--- src/rtl/uncached_bridge.sv ---
// uncached_bridge: CPU sram-like uncached access to single-beat AXI, one outstanding, strict order.
// Optional UNCACHED_WBUF_EN: posted one-entry write buffer (store acked before B arrives).
module uncached_bridge #(
   parameter int              ID_W   = 4,
   parameter logic [ID_W-1:0] AXI_ID = 4'd1
) (
   input  logic            clk,
   input  logic            resetn,
   input  logic            data_req,
   input  logic            data_wr,
   input  logic [1:0]      data_size,
   input  logic [31:0]     data_addr,
   input  logic [31:0]     data_wdata,
   output logic            data_addr_ok,
   output logic            data_data_ok,
   output logic [31:0]     data_rdata,
   output logic [ID_W-1:0] arid,
   output logic [31:0]     araddr,
   output logic [7:0]      arlen,
   output logic [2:0]      arsize,
   output logic [1:0]      arburst,
   output logic            arvalid,
   input  logic            arready,
   input  logic [31:0]     rdata,
   input  logic            rvalid,
   output logic            rready,
   input  logic            rlast,
   input  logic [1:0]      rresp,
   input  logic [ID_W-1:0] rid,
   output logic [ID_W-1:0] awid,
   output logic [31:0]     awaddr,
   output logic [7:0]      awlen,
   output logic [2:0]      awsize,
   output logic [1:0]      awburst,
   output logic            awvalid,
   input  logic            awready,
   output logic [ID_W-1:0] wid,
   output logic [31:0]     wdata,
   output logic [3:0]      wstrb,
   output logic            wlast,
   output logic            wvalid,
   input  logic            wready,
   input  logic            bvalid,
   output logic            bready,
   input  logic [ID_W-1:0] bid
);
   localparam logic [2:0] IDLE = 3'd0, RADDR = 3'd1, RDATA = 3'd2, WADDR = 3'd3, WRESP = 3'd4;
`ifdef UNCACHED_WBUF_EN
   localparam logic WBUF = 1'b1;
`else
   localparam logic WBUF = 1'b0;
`endif
   logic [2:0]  state_q, state_d;
   logic [31:0] addr_q, addr_d, wdata_q, wdata_d, rdata_q, rdata_d;
   logic [1:0]  size_q, size_d;
   logic [3:0]  wstrb_q, wstrb_d, strb;
   logic        aw_done_q, aw_done_d, w_done_q, w_done_d, ok_q, ok_d;
   logic        unused_ok;
   assign unused_ok = ^{rlast, rresp, rid, bid};
   assign strb = data_size == 2'd0 ? 4'b0001 << data_addr[1:0] :
                 data_size == 2'd1 ? 4'b0011 << {data_addr[1], 1'b0} : 4'b1111;
   always_comb begin
      state_d   = state_q;
      addr_d    = addr_q;
      size_d    = size_q;
      wdata_d   = wdata_q;
      wstrb_d   = wstrb_q;
      rdata_d   = rdata_q;
      aw_done_d = aw_done_q;
      w_done_d  = w_done_q;
      ok_d      = 1'b0;
      case (state_q)
         IDLE: if (data_req) begin
            addr_d    = data_addr;
            size_d    = data_size;
            wdata_d   = data_wdata;
            wstrb_d   = strb;
            aw_done_d = 1'b0;
            w_done_d  = 1'b0;
            ok_d      = WBUF & data_wr;
            state_d   = data_wr ? WADDR : RADDR;
         end
         RADDR: state_d = arready ? RDATA : RADDR;
         RDATA: if (rvalid) begin
            rdata_d = rdata;
            ok_d    = 1'b1;
            state_d = IDLE;
         end
         WADDR: begin
            aw_done_d = aw_done_q | awready;
            w_done_d  = w_done_q | wready;
            state_d   = aw_done_d && w_done_d ? WRESP : WADDR;
         end
         WRESP: if (bvalid) begin
            ok_d    = ~WBUF;
            state_d = IDLE;
         end
         default: state_d = IDLE;
      endcase
   end
   always_ff @(posedge clk or negedge resetn) begin
      if (!resetn) begin
         state_q   <= IDLE;
         addr_q    <= '0;
         size_q    <= '0;
         wdata_q   <= '0;
         wstrb_q   <= '0;
         rdata_q   <= '0;
         aw_done_q <= 1'b0;
         w_done_q  <= 1'b0;
         ok_q      <= 1'b0;
      end else begin
         state_q   <= state_d;
         addr_q    <= addr_d;
         size_q    <= size_d;
         wdata_q   <= wdata_d;
         wstrb_q   <= wstrb_d;
         rdata_q   <= rdata_d;
         aw_done_q <= aw_done_d;
         w_done_q  <= w_done_d;
         ok_q      <= ok_d;
      end
   end
   // A busy posted store keeps the FSM out of IDLE, so loads cannot overtake it.
   assign data_addr_ok = state_q == IDLE && data_req;
   assign data_data_ok = ok_q;
   assign data_rdata   = rdata_q;
   assign arid    = AXI_ID;
   assign araddr  = addr_q;
   assign arlen   = 8'd0;
   assign arsize  = {1'b0, size_q};
   assign arburst = 2'b01;
   assign arvalid = state_q == RADDR;
   assign rready  = state_q == RDATA;
   assign awid    = AXI_ID;
   assign awaddr  = addr_q;
   assign awlen   = 8'd0;
   assign awsize  = {1'b0, size_q};
   assign awburst = 2'b01;
   assign awvalid = state_q == WADDR && !aw_done_q;
   assign wid     = AXI_ID;
   assign wdata   = wdata_q;
   assign wstrb   = wstrb_q;
   assign wlast   = 1'b1;
   assign wvalid  = state_q == WADDR && !w_done_q;
   assign bready  = state_q == WRESP;
endmodule

--- config.mk ---
export PLATFORM = sky130hd
export DESIGN_NAME = uncached_bridge
export DESIGN_NICKNAME = d
export VERILOG_FILES = /design/src/rtl/uncached_bridge.sv
export SDC_FILE = /design/constraint.sdc
export NUM_CORES = 1
export LEC_CHECK = 0
export CAP_MARGIN = 20
export CELL_PAD_IN_SITES_DETAIL_PLACEMENT = 1
export CELL_PAD_IN_SITES_GLOBAL_PLACEMENT = 1
export CORE_MARGIN = 3
export CORE_UTILIZATION = 28
export DETAILED_ROUTE_END_ITERATION = 7
export PLACE_DENSITY = 0.79
export REMOVE_ABC_BUFFERS = 1
export SLEW_MARGIN = 20
export SYNTH_ARGS = -nofsm -noshare
export SYNTH_HDL_FRONTEND = slang
export SYNTH_SLANG_ARGS = --single-unit
--- constraint.sdc ---
create_clock -name clk -period 2.3 [get_ports clk]
set_clock_uncertainty 0.2 [all_clocks]
set_input_delay 0.69 -clock clk [delete_from_list [all_inputs] [get_ports clk]]
set_output_delay 0.69 -clock clk [all_outputs]
set_load 0.02 [all_outputs]
==> results by stage, run 1 <==
Status:
- The flow ran to the end, but the final reports show violations.
- The final reports fail on negative setup slack.

Detailed routing:
- The number of DRC markers after the initial detailed-route iteration is 144.
- The mean number of vias per cell is 4.19.
- The post-detailed-route DRC marker count is 0.
- The detailed router placed 3298 vias in this run.
- The total iterations of the first detailed-routing run is 3.
- After detailed routing, the total wire length is 13700 um.
- Once detail routing completed, the nets flagged for antenna violations numbered 0.
- The routed length per placed instance is 17.4 um.

Cells and area:
- The fraction of layout cells with a size suffix above 1 is 0.229.
- In the final design database the tool counted 685 nets.
- The library cells used most frequently in the layout, excluding fill and tap cells, are sky130_fd_sc_hd__clkdlybuf4s50_1, sky130_fd_sc_hd__dfrtp_1, sky130_fd_sc_hd__mux2_2.
- The commonest non-fill, non-tap cell in the layout is sky130_fd_sc_hd__clkdlybuf4s50_1.
- The number of inserted diodes is 0.
- After filler insertion, the fill cell instance count of the layout stands at 1674.
- The area overhead of the layout relative to synthesis is 60.2%.

Clock tree:
- The number of sinks on the clock net is 108.
- The clock edge transition at the registers on the reported setup and hold paths is 0.07 ns.
- The TritonCTS clock tree is yes.
- The H-tree generated during clock tree synthesis spans 3 levels.
- The post-cts hold buffer count is 0.
- The number of buffers inserted during clock tree synthesis is 9.
- The clock latency on the worst-skew pair is 0.34 ns.
- Counting along the longest clock path gives a buffer depth of 2.
- The root buffer cell chosen for the clock tree is sky130_fd_sc_hd__clkbuf_16.

Floorplan:
- In this run the vertical extent of the chip is 136 um.
- The number of placed I/O pins is 296.
- The die width is 136 um.
- The initial utilization of the core area, before any placement, comes to 0.290.
- The area inside the core boundary is 16200 um^2.
- After floorplanning, the core was divided into 46 placement rows.
- The area of the die is 18400 um^2.

Timing:
- Subtracting the final worst setup slack from the clock period gives 2.34 ns.
- The maximum clock frequency is 427 MHz.
- The period utilization is 1.02.
- The final setup TNS is -0.0403 ns.
- Setup repair after global routing could not meet its margin everywhere.
- The number of hold violations in the final report is 0.
- The transition time of the tightest slew-check pin is 0.607 ns.
- Setup violations remaining at the end of the flow were counted as 1.
- The post-route worst setup slack is -0.0403 ns.
- The worst-case headroom to the max-slew limit is 0.596.
- The final-report max-slew violation count is 0.

Worst hold path:
- The kind of path behind the tightest hold check is in -> async.

Place:
- In this run the tool buffered the top-level ports with 249 buffer cells.
- At the end of routability-driven placement, the weighted congestion stood at 0.740.
- The setup slack at placement is -0.363 ns.
- The placed wire-length estimate is 10600 um.

Critical path:
- STA classifies the critical path startpoint as a flip-flop.
- The maximum fanout count along the critical path is 2.
- The reg-to-reg startpoint is state_q[1].
- The reg-to-reg setup timing slack is 0.19 ns.
- Data arrives at the worst endpoint at 1.45 ns.
- The cell with the biggest individual delay on the critical path is sky130_fd_sc_hd__dfrtp_1.
- The number of buffers and inverters on the critical path is 3.
- The data required time of the worst path is 1.41 ns.
- Among cell families on the critical path, the largest total delay comes from buffers and inverters.
- In this design, the stage delay of the slowest critical-path cell is 0.40 ns.
- The critical path goes through buf_6, buf_6, nor4b_4, buf_4.
- The classification of the worst setup path is reg -> out.
- The number of cells on the worst reg-to-reg path is 6.
- The capturing element type of the critical path is an output port.
- The most numerous cell type found on the critical path is sky130_fd_sc_hd__buf_6.
- The endpoint of the most critical register-to-register path is araddr[16].

Global routing:
- Global routing finished with a remaining overflow of 0.
- The number of antenna violations at the first check in global routing is 0.
- The first global-routing pass estimated 21100 um of wire.
- The pin count of the biggest net entering global routing is 109.
- In the global route stage, overall resource usage came out at 0.147.
- The number of global-route vias before repair came to 3743.

Power:
- The cell leakage power is 3.22 nW.
- The worst-case IR drop observed on VDD is 0.683 mV.
- Power comes to 11.5 mW.
- Dividing total power by cell area gives a power density of 1530 nW/um^2.

Logic synthesis:
- Synthesis produced a netlist whose cell count is 333.
- The number of distinct library cells after synthesis is 26.
- For this run, the number of Yosys warnings is 0.
- Of the total synthesized cell area, the portion taken by AND, OR, NAND and NOR gates is 0.0288.
- By area, the combinational part of the netlist is dominated by multiplexers.
- The combined area of all synthesized cells is 4700 um^2.
- The post-synthesis mux area share is 0.237.
- Of the synthesized area, sequential elements account for 0.575.
- The complex-gate fraction of the synthesized area is 0.0221.
- The synthesized-area fraction occupied by adder cells is 0.
- The synthesized design contains 108 register bits.
- Of the total synthesized cell area, the portion taken by XOR and XNOR cells is 0.
- The average instance area after synthesis is 14.1 um^2.

Flow run:
- Across the run, the number of max-cap violations was 0.
metrics by stage:
step,cells,cell area [um^2],hold WS (ns),utilization
3_3_place_gp,768,7140,0.269,0.442
3_5_place_dp,768,7140,0.278,0.442
5_1_grt,787,7530,0.261,0.465
2_1_floorplan,283,4200,0.194,-
4_1_cts,786,7470,0.248,0.462
6_report,787,7530,0.197,0.465
logic make-up after synthesis:
family	Yosys count
other	2
muxes	99
and+or+nand+nor	21
AOI/OAI and AO/OA	18
DFF	108
buffers and inverters	85
Yosys cell counts:
cell type / n / area share
sky130_fd_sc_hd__nor4b_4: 1 / 0.0051
sky130_fd_sc_hd__inv_1: 2 / 0.0016
sky130_fd_sc_hd__and3b_1: 1 / 0.0019
sky130_fd_sc_hd__o2bb2ai_1: 1 / 0.0019
sky130_fd_sc_hd__nor2_1: 10 / 0.0080
sky130_fd_sc_hd__buf_4: 72 / 0.12
sky130_fd_sc_hd__and2_1: 2 / 0.0027
sky130_fd_sc_hd__nor3b_1: 1 / 0.0016
sky130_fd_sc_hd__a21oi_1: 11 / 0.012
sky130_fd_sc_hd__mux2_2: 80 / 0.19
sky130_fd_sc_hd__nor2b_1: 1 / 0.0013
sky130_fd_sc_hd__o21bai_1: 1 / 0.0016
sky130_fd_sc_hd__nand2b_1: 2 / 0.0027
sky130_fd_sc_hd__nor3b_2: 1 / 0.0027
sky130_fd_sc_hd__dfrtp_1: 108 / 0.58
sky130_fd_sc_hd__o22ai_1: 1 / 0.0013
sky130_fd_sc_hd__conb_1: 2 / 0.0016
sky130_fd_sc_hd__o21ai_0: 1 / 0.0011
sky130_fd_sc_hd__or2_2: 1 / 0.0013
sky130_fd_sc_hd__nand3b_1: 1 / 0.0016
sky130_fd_sc_hd__buf_6: 5 / 0.012
sky130_fd_sc_hd__a31oi_1: 1 / 0.0013
sky130_fd_sc_hd__a21o_1: 1 / 0.0016
sky130_fd_sc_hd__a22oi_1: 1 / 0.0016
sky130_fd_sc_hd__mux2_1: 19 / 0.046
sky130_fd_sc_hd__buf_2: 6 / 0.0064
where the power goes:
group / internal [mW] / total, mW / switching, mW
Combinational: 3.30 / 6.29 / 2.99
Clock: 1.06 / 1.74 / 0.677
Sequential: 2.86 / 3.46 / 0.603
how the worst max path moves through the flow:
stage	startpoint	endpoint	cells past startpoint
after CTS	state_q[1]	data_addr_ok	4
final	state_q[1]	data_addr_ok	4
after detailed placement	data_req	araddr[24]	4
after global routing	state_q[1]	data_addr_ok	4
after global placement	data_req	araddr[11]	4
after floorplan	data_req	data_addr_ok	1
sequential cells by signal (all words and copies together) (netlist names):
signal / cells
data_data_ok: 1
data_rdata: 32
aw_done_q: 1
state_q: 3
araddr: 32
wdata: 32
w_done_q: 1
wstrb: 4
size_q: 2
area by class of cell:
class	count	area, um^2	area share
Multi-Input combinational cell	173	1500	0.199
Tap cell	216	270	0.0359
Sequential cell	108	2700	0.359
Clock inverter	4	98.8	0.0131
Inverter	2	7.51	0.000997
Timing Repair Buffer	273	2720	0.361
Clock buffer	11	233	0.0309
routing by layer:
layer,global-route usage,vias up,part of all wire
met2,0.278,135,0.56
met5,0,-,0
met3,0.0312,20,0.055
met4,0.0515,0,0.020
met1,0.163,1652,0.36
li1,-,1491,-
repair_timing:
action,4_1_cts,5_1_grt
buffers inserted,3,1
pin swaps,1,2
gates resized for setup,25,17
setup endpoints to repair,10,14
No activity file was read; power rests on OpenSTA's default activity.
==> run 2, diff against run 1 <==
--- a/config.mk
+++ b/config.mk
@@ -10,6 +10,7 @@
 export CELL_PAD_IN_SITES_GLOBAL_PLACEMENT = 1
 export CORE_MARGIN = 3
 export CORE_UTILIZATION = 28
+export CTS_BUF_LIST = sky130_fd_sc_hd__clkbuf_8
 export DETAILED_ROUTE_END_ITERATION = 7
 export PLACE_DENSITY = 0.79
 export REMOVE_ABC_BUFFERS = 1
==> run 2 against run 1 <==
Net effect: the run still ends with negative setup slack left; routed wire length increased by 2.9%; design area increased by 0.61%; final cell count increased by 0.38%; register-to-register slack got worse by 0.02 ns; worst setup slack got worse by 0.039 ns; sequential power decreased by 1%; sequential share of layout area decreased by 0.22 points.
==> results by stage, run 2 (synthesized netlist as in run 1, its figures left out) <==
Status:
- The run finished, with violations left.
- The final reports fail on negative setup slack.

Critical path:
- The worst register-to-register path has a depth of 6.
- The type of element launching the critical path is a flip-flop.
- The reg-to-reg startpoint is state_q[1].
- The data required time of the worst path is 1.41 ns.
- In this run the worst path has a maximum fanout of 2.
- The cell that appears most often on the critical path is sky130_fd_sc_hd__buf_6.
- In this run the worst setup path begins at state_q[1].
- The endpoint identified for the worst register-to-register timing path is araddr[24].
- Grouping stages by cell kind, the critical path spends the most delay in buffers and inverters.
- STA puts the critical path data arrival time at 1.49 ns.
- For this design, the slowest cell found on the critical path is sky130_fd_sc_hd__dfrtp_1.
- The worst setup path is of the reg -> out kind.
- The end of the critical path is data_addr_ok.
- The critical path goes through buf_6, buf_6, nor4b_4, buf_4.
- The capturing element type of the critical path is an output port.
- The reg-to-reg setup timing slack is 0.17 ns.
- In this design, the stage delay of the slowest critical-path cell is 0.40 ns.
- The critical path crosses 4 cells after its start point.
- The total buffers and inverters traversed by the critical path is 3.

Power:
- Summed over all nets, the switching power comes to 4.24 mW.
- Of the total power, the share spent switching nets is 0.392.
- Internal power comes to 6.57 mW.
- The share of power burned in the clock network is 0.126.
- The maximum vdd ir drop is 0.635 mV.
- The sequential cell fraction of total power is 0.316.
- The power per unit of standard cell area is 1430 nW/um^2.
- Summed over all cells, the static leakage comes to 3.86 nW.
- Summing internal, switching and leakage power gives 10.8 mW.
- The share of total power dissipated in combinational logic is 0.558.

Detailed routing:
- The number of DRC markers after the initial detailed-route iteration is 88.
- Wires add up to 14100 um.
- The first detailed-routing pass ran for 4 iterations.
- The mean number of vias per cell is 4.24.
- Dividing the detail-routed wire length by the instance count gives 17.9 um.
- The via count is 3346.
- The detail route stage leaves a number of antenna-violating nets equal to 0.
- For this run, design rule violations remaining after detail routing come to 0.

Timing:
- The final-report max-slew violation count came to 0.
- The worst pin sits at a relative slew slack of 0.592.
- The transition time of the tightest slew-check pin is 0.612 ns.
- After layout, the minimum clock period comes to 2.38 ns.
- The number of hold violations in the final report is 0.
- In the finished design, the share of the clock period the worst path needs comes to 1.03.
- The maximum clock frequency is 420 MHz.
- The worst slack on hold paths is 0.151 ns.
- Once routing completed, OpenROAD measured the worst setup slack at -0.0796 ns.
- The final setup violation count is 2.
- Setup repair after global routing could not meet its margin everywhere.

Clock tree:
- The clock edge transition at the registers on the reported setup and hold paths is 0.11 ns.
- Buffers inserted to repair hold after CTS numbered 0.
- The cell sitting at the root of the clock tree is a sky130_fd_sc_hd__clkbuf_8.
- TritonCTS created 9 clock buffers.
- The number of buffers on the longest clock path is 2.
- The H-tree generated during clock tree synthesis spans 3 levels.
- TritonCTS built the clock tree.
- The clock drives 108 sinks.
- Clock latency on the worst-skew pair, taken at its later pin, is 0.36 ns.

Cells and area:
- The area overhead of the layout relative to synthesis is 61.2%.
- The net count of the finished layout is 688.
- The commonest non-fill, non-tap cell in the layout is sky130_fd_sc_hd__clkdlybuf4s50_1.
- Summing all flip-flop and latch instances after layout gives 2700 um^2.
- Once layout is complete, the utilization of the core stands at 0.468.
- After routing the design area is 7570 um^2.
- The area of the multi-input gates is 1500 um^2.
- The number of inserted diodes is 0.
- Of the cells placed in the final design, the portion with a size suffix greater than 1 is 0.233.
- The filler cells instantiated in the layout total 1678.
- Leaving out fill and tap cells, the most frequent cells in the layout are sky130_fd_sc_hd__clkdlybuf4s50_1, sky130_fd_sc_hd__dfrtp_1, sky130_fd_sc_hd__mux2_2.

Place:
- The count of buffers added on input and output ports is 249.
- Summing all placed instances gives a cell area of 7140 um^2.
- The placed wire-length estimate is 10600 um.
- Routability-driven placement finished with a final weighted congestion of 0.740.

Global routing:
- The number of global-route vias before repair was 3771.
- The first global-routing pass estimated 21100 um of wire.
- Entering global routing, the biggest net connects 109 pins.
- The global-route usage over all layers is 0.149.
- The number of antenna violations at the first check in global routing came to 0.
- For this run the aggregate overflow at the end of global routing stands at 0.

Floorplan:
- The initialized floorplan defines 46 standard-cell rows.
- The area of the die is 18400 um^2.
- The region available for standard cell placement spans 16200 um^2.
- In this run the vertical extent of the chip is 136 um.
- The initial utilization of the core area, before any placement, comes to 0.290.
- For this design the top-level I/O count stands at 296.
- The die width is 136 um.

Flow run:
- The number of violations of the max-capacitance limit is 0.

Worst hold path:
- The kind of path behind the tightest hold check is in -> async.
## run 2: worst min-delay path by stage
stage	depth (start not counted)	end	slack, ns
floorplan	0	araddr[0]	0.19
global placement	1	wdata[12]	0.27
detailed placement	1	wdata[29]	0.28
CTS	2	wdata[17]	0.20
global route	2	wdata[14]	0.20
finish	2	wdata[17]	0.15
## run 2: layout make-up
type                       instances  area share
inverter                           2    0.000991
timing repair buffer             276       0.378
multi-input combinational        173       0.198
tap                              216      0.0357
clock inverter                     6      0.0140
clock buffer                       9      0.0164
sequential                       108       0.357
## run 2: routing by layer
metal  track usage  routed length, um
met3        0.0342                840
met2         0.277               7960
met4        0.0599                382
met5             0                  0
met1         0.162               4940
## run 2: power by group through the flow
stage	sequential (mW)	clock, mW	combinational (mW)
after CTS	3.46	1.42	6.18
final	3.42	1.36	6.03
after detailed placement	3.50	0	6.34
after floorplan	4.98	0	1.38
after global routing	3.56	1.49	6.37
after global placement	3.42	0	6.20
## run 2: per-stage QoR
| stage | std cells | setup slack (ns) | setup TNS [ns] |
|---|---|---|---|
| 5_1_grt | 790 | -0.156 | -0.515 |
| 2_1_floorplan | 283 | -1.80 | -129.56 |
| 4_1_cts | 786 | -0.187 | -0.196 |
| 3_3_place_gp | 768 | -0.328 | -19.20 |
| 6_report | 790 | -0.0796 | -0.0829 |
| 3_5_place_dp | 768 | -0.363 | -20.31 |
## run 2: what timing repair did
action	in CTS	in global routing
pin swaps	1	3
setup endpoints to repair	42	83
gates resized for setup	61	78
buffers inserted	3	4
hold endpoints to repair	0	0
==> run 3, diff against run 2 <==
--- a/config.mk
+++ b/config.mk
@@ -14,7 +14,7 @@
 export DETAILED_ROUTE_END_ITERATION = 7
 export PLACE_DENSITY = 0.79
 export REMOVE_ABC_BUFFERS = 1
-export SLEW_MARGIN = 20
+export SLEW_MARGIN = 15
 export SYNTH_ARGS = -nofsm -noshare
 export SYNTH_HDL_FRONTEND = slang
 export SYNTH_SLANG_ARGS = --single-unit
==> constraint.sdc (replaced) <==
create_clock -name clk -period 2.3 [get_ports clk]
set_clock_uncertainty 0.2 [all_clocks]
set_input_delay 0.345 -clock clk [delete_from_list [all_inputs] [get_ports clk]]
set_output_delay 0.345 -clock clk [all_outputs]
set_load 0.02 [all_outputs]
==> run 3 against run 2 <==
Net effect: the run now ends clean; core utilization fell by 1.9 points; sequential power is 3% higher; flip-flop and latch count is the same; critical endpoint is now bready; worst setup slack better by 0.20 ns; routed wire length down 2.2%; global-route usage fell by 0.21 points; critical path type unchanged; combinational power rose by 0.8%; design area is 4.0% lower; die area unchanged; via count down 2.8%.
==> results by stage, run 3 (synthesized netlist as in run 1, its figures left out) <==
Status:
- The flow ran to the end, and the final reports show no timing, DRC or antenna violations.

Clock tree:
- The level count of the clock H-tree is 3.
- The tree is rooted in a sky130_fd_sc_hd__clkbuf_8.
- The number of buffers inserted during clock tree synthesis is 9.
- The clock edge transition at the registers on the reported setup and hold paths is 0.10 ns.
- TritonCTS built the clock tree.
- The number of buffers on the longest clock path is 2.
- The clock latency on the worst-skew pair is 0.36 ns.
- Once the clock tree was built, the setup fixing pass inserted 0 buffers.
- The number of sinks on the clock net is 108.

Timing:
- Setup repair after global routing left no endpoint under its margin.
- In the finished design, the share of the clock period the worst path needs comes to 0.946.
- The final setup TNS is 0 ns.
- The number of hold violations in the final report is 0.
- The final-report max-slew violation count came to 0.
- The minimum clock period after layout is 2.18 ns.
- The final setup violation count is 0.
- The maximum clock frequency is 460 MHz.
- The worst slack on hold paths is 0.244 ns.

Power:
- The power per unit of standard cell area is 1490 nW/um^2.
- VDD sags by at most 0.670 mV.
- The cell leakage power is 3.03 nW.

Place:
- The congestion estimate from routability-driven global placement came to 0.699.
- The wire-length estimate of the detail-placed layout is 10800 um.
- The placed instance count is 754.
- The number of buffers inserted by port buffering is 249.
- After detailed placement, the total cell area comes to 7050 um^2.

Floorplan:
- The die width is 136 um.
- The area of the die is 18400 um^2.
- The initial utilization of the core area, before any placement, comes to 0.290.
- The number of placement rows is 46.
- During I/O placement, the number of pins put on the boundary was 296.
- The total area inside the core boundary comes to 16200 um^2.
- The die is 136 um tall.

Detailed routing:
- In the routed design, unresolved DRC markers number 0.
- The detail route stage leaves a number of antenna-violating nets equal to 0.
- Using the TritonRoute via totals, the vias-per-cell ratio works out to 4.22.
- The total length of routed wires is 13800 um.
- The total iterations of the first detailed-routing run is 4.
- The number of DRC markers after the initial detailed-route iteration is 44.
- The via count is 3252.
- The routed length per placed instance is 17.9 um.

Critical path:
- The slowest stage of the critical path belongs to the cell sky130_fd_sc_hd__dfrtp_2.
- STA classifies the critical path startpoint as a flip-flop.
- The classification of the worst setup path is reg -> out.
- On the worst path, the slowest cell contributes a delay of 0.51 ns.
- The gate family responsible for the most delay along the worst path is flip-flops.
- Together, buffers and inverters on the worst path number 1.
- The worst setup path is captured at an output port.
- The signal on the critical path passes through nor3b_1, dlygate4sd2_1.
- The data required time of the worst path is 1.75 ns.
- The data arrival time of the worst path is 1.63 ns.
- In this run the worst path has a maximum fanout of 10.

Cells and area:
- The finished layout cell area is 7270 um^2.
- The number of inserted diodes is 0.
- The library cells used most frequently in the layout, excluding fill and tap cells, are sky130_fd_sc_hd__clkdlybuf4s50_1, sky130_fd_sc_hd__dfrtp_1, sky130_fd_sc_hd__mux2_2.
- The filler cells instantiated in the layout total 1699.
- The net count of the finished layout is 668.
- Leaving out fill and tap cells, the most frequent cell in the layout is sky130_fd_sc_hd__clkdlybuf4s50_1.
- In the final layout, the share of cells above drive strength 1 is 0.193.
- The area overhead of the layout relative to synthesis is 54.8%.
- After the flow finishes, the layout carries non-filler instances totaling 771.

Global routing:
- The number of global-route vias before repair is 3731.
- The total overflow left after global routing is 0.
- Across every metal layer, demand over resource in global routing totals 0.147.
- The number of antenna violations at the first check in global routing is 0.
- The first global-routing pass estimated 20800 um of wire.
- The pin count of the biggest net entering global routing is 59.

Worst hold path:
- The min-delay analysis places its worst path in the category in -> async.

Flow run:
- The tool flagged a number of max-cap violations equal to 0.
## run 3: final timing paths
kind / start / end / slack, ns / depth (start not counted)
min in group clk: wdata[28] / wdata[28] / 0.29 / 1
hold reg to reg: wdata[28] / wdata[28] / 0.29 / 1
setup / recovery: state_q[0] / bready / 0.12 / 2
max in group asynchronous: resetn / data_rdata[21] / 0.94 / 3
hold / removal: resetn / araddr[30] / 0.24 / 2
setup reg to reg: state_q[0] / wdata[5] / 0.30 / 4
## run 3: area by class of cell
class / count / area [um^2] / share of cell area
inverters: 2 / 7.51 / 0.00103
well taps: 216 / 270 / 0.0372
repair buffers: 256 / 2590 / 0.356
clock buffers: 10 / 138 / 0.0189
clock inverters: 6 / 78.8 / 0.0108
multi-input cells: 173 / 1490 / 0.204
flip-flops and latches: 108 / 2710 / 0.372
## run 3: what timing repair did
item                       4_1_cts  5_1_grt
setup endpoints to repair        6        0
hold endpoints to repair        21        0
resized for setup                8        0
hold buffers                     1        0
## run 3: where the power goes
part / total [mW] / internal [mW] / switching [mW]
clock network: 1.26 / 0.635 / 0.627
registers: 3.51 / 2.86 / 0.655
logic: 6.08 / 3.16 / 2.91
## run 3: worst reg2reg max path, cell delays in order, from the launching register on
cell and delay, ns:
sky130_fd_sc_hd__dfrtp_2 0.51, sky130_fd_sc_hd__nor4b_4 0.34, sky130_fd_sc_hd__buf_4 0.20, sky130_fd_sc_hd__buf_12 0.25, sky130_fd_sc_hd__mux2_2 0.40
## run 3: per-layer routing
metal | GRT usage | wire, um
met4 | 0.0610 | 377
met2 | 0.280 | 7790
met5 | 0 | 0
met1 | 0.154 | 4860
met3 | 0.0323 | 776
## run 3: through the flow
stage | total power [mW] | utilization | setup WS (ns)
4_1_cts | 11.1 | 0.450 | 0.0672
5_1_grt | 11.4 | 0.450 | 0.00660
6_report | 10.9 | 0.450 | 0.124
3_5_place_dp | 9.74 | 0.436 | -0.0727
2_1_floorplan | 6.36 | - | -1.57
3_3_place_gp | 9.51 | 0.436 | -0.0774
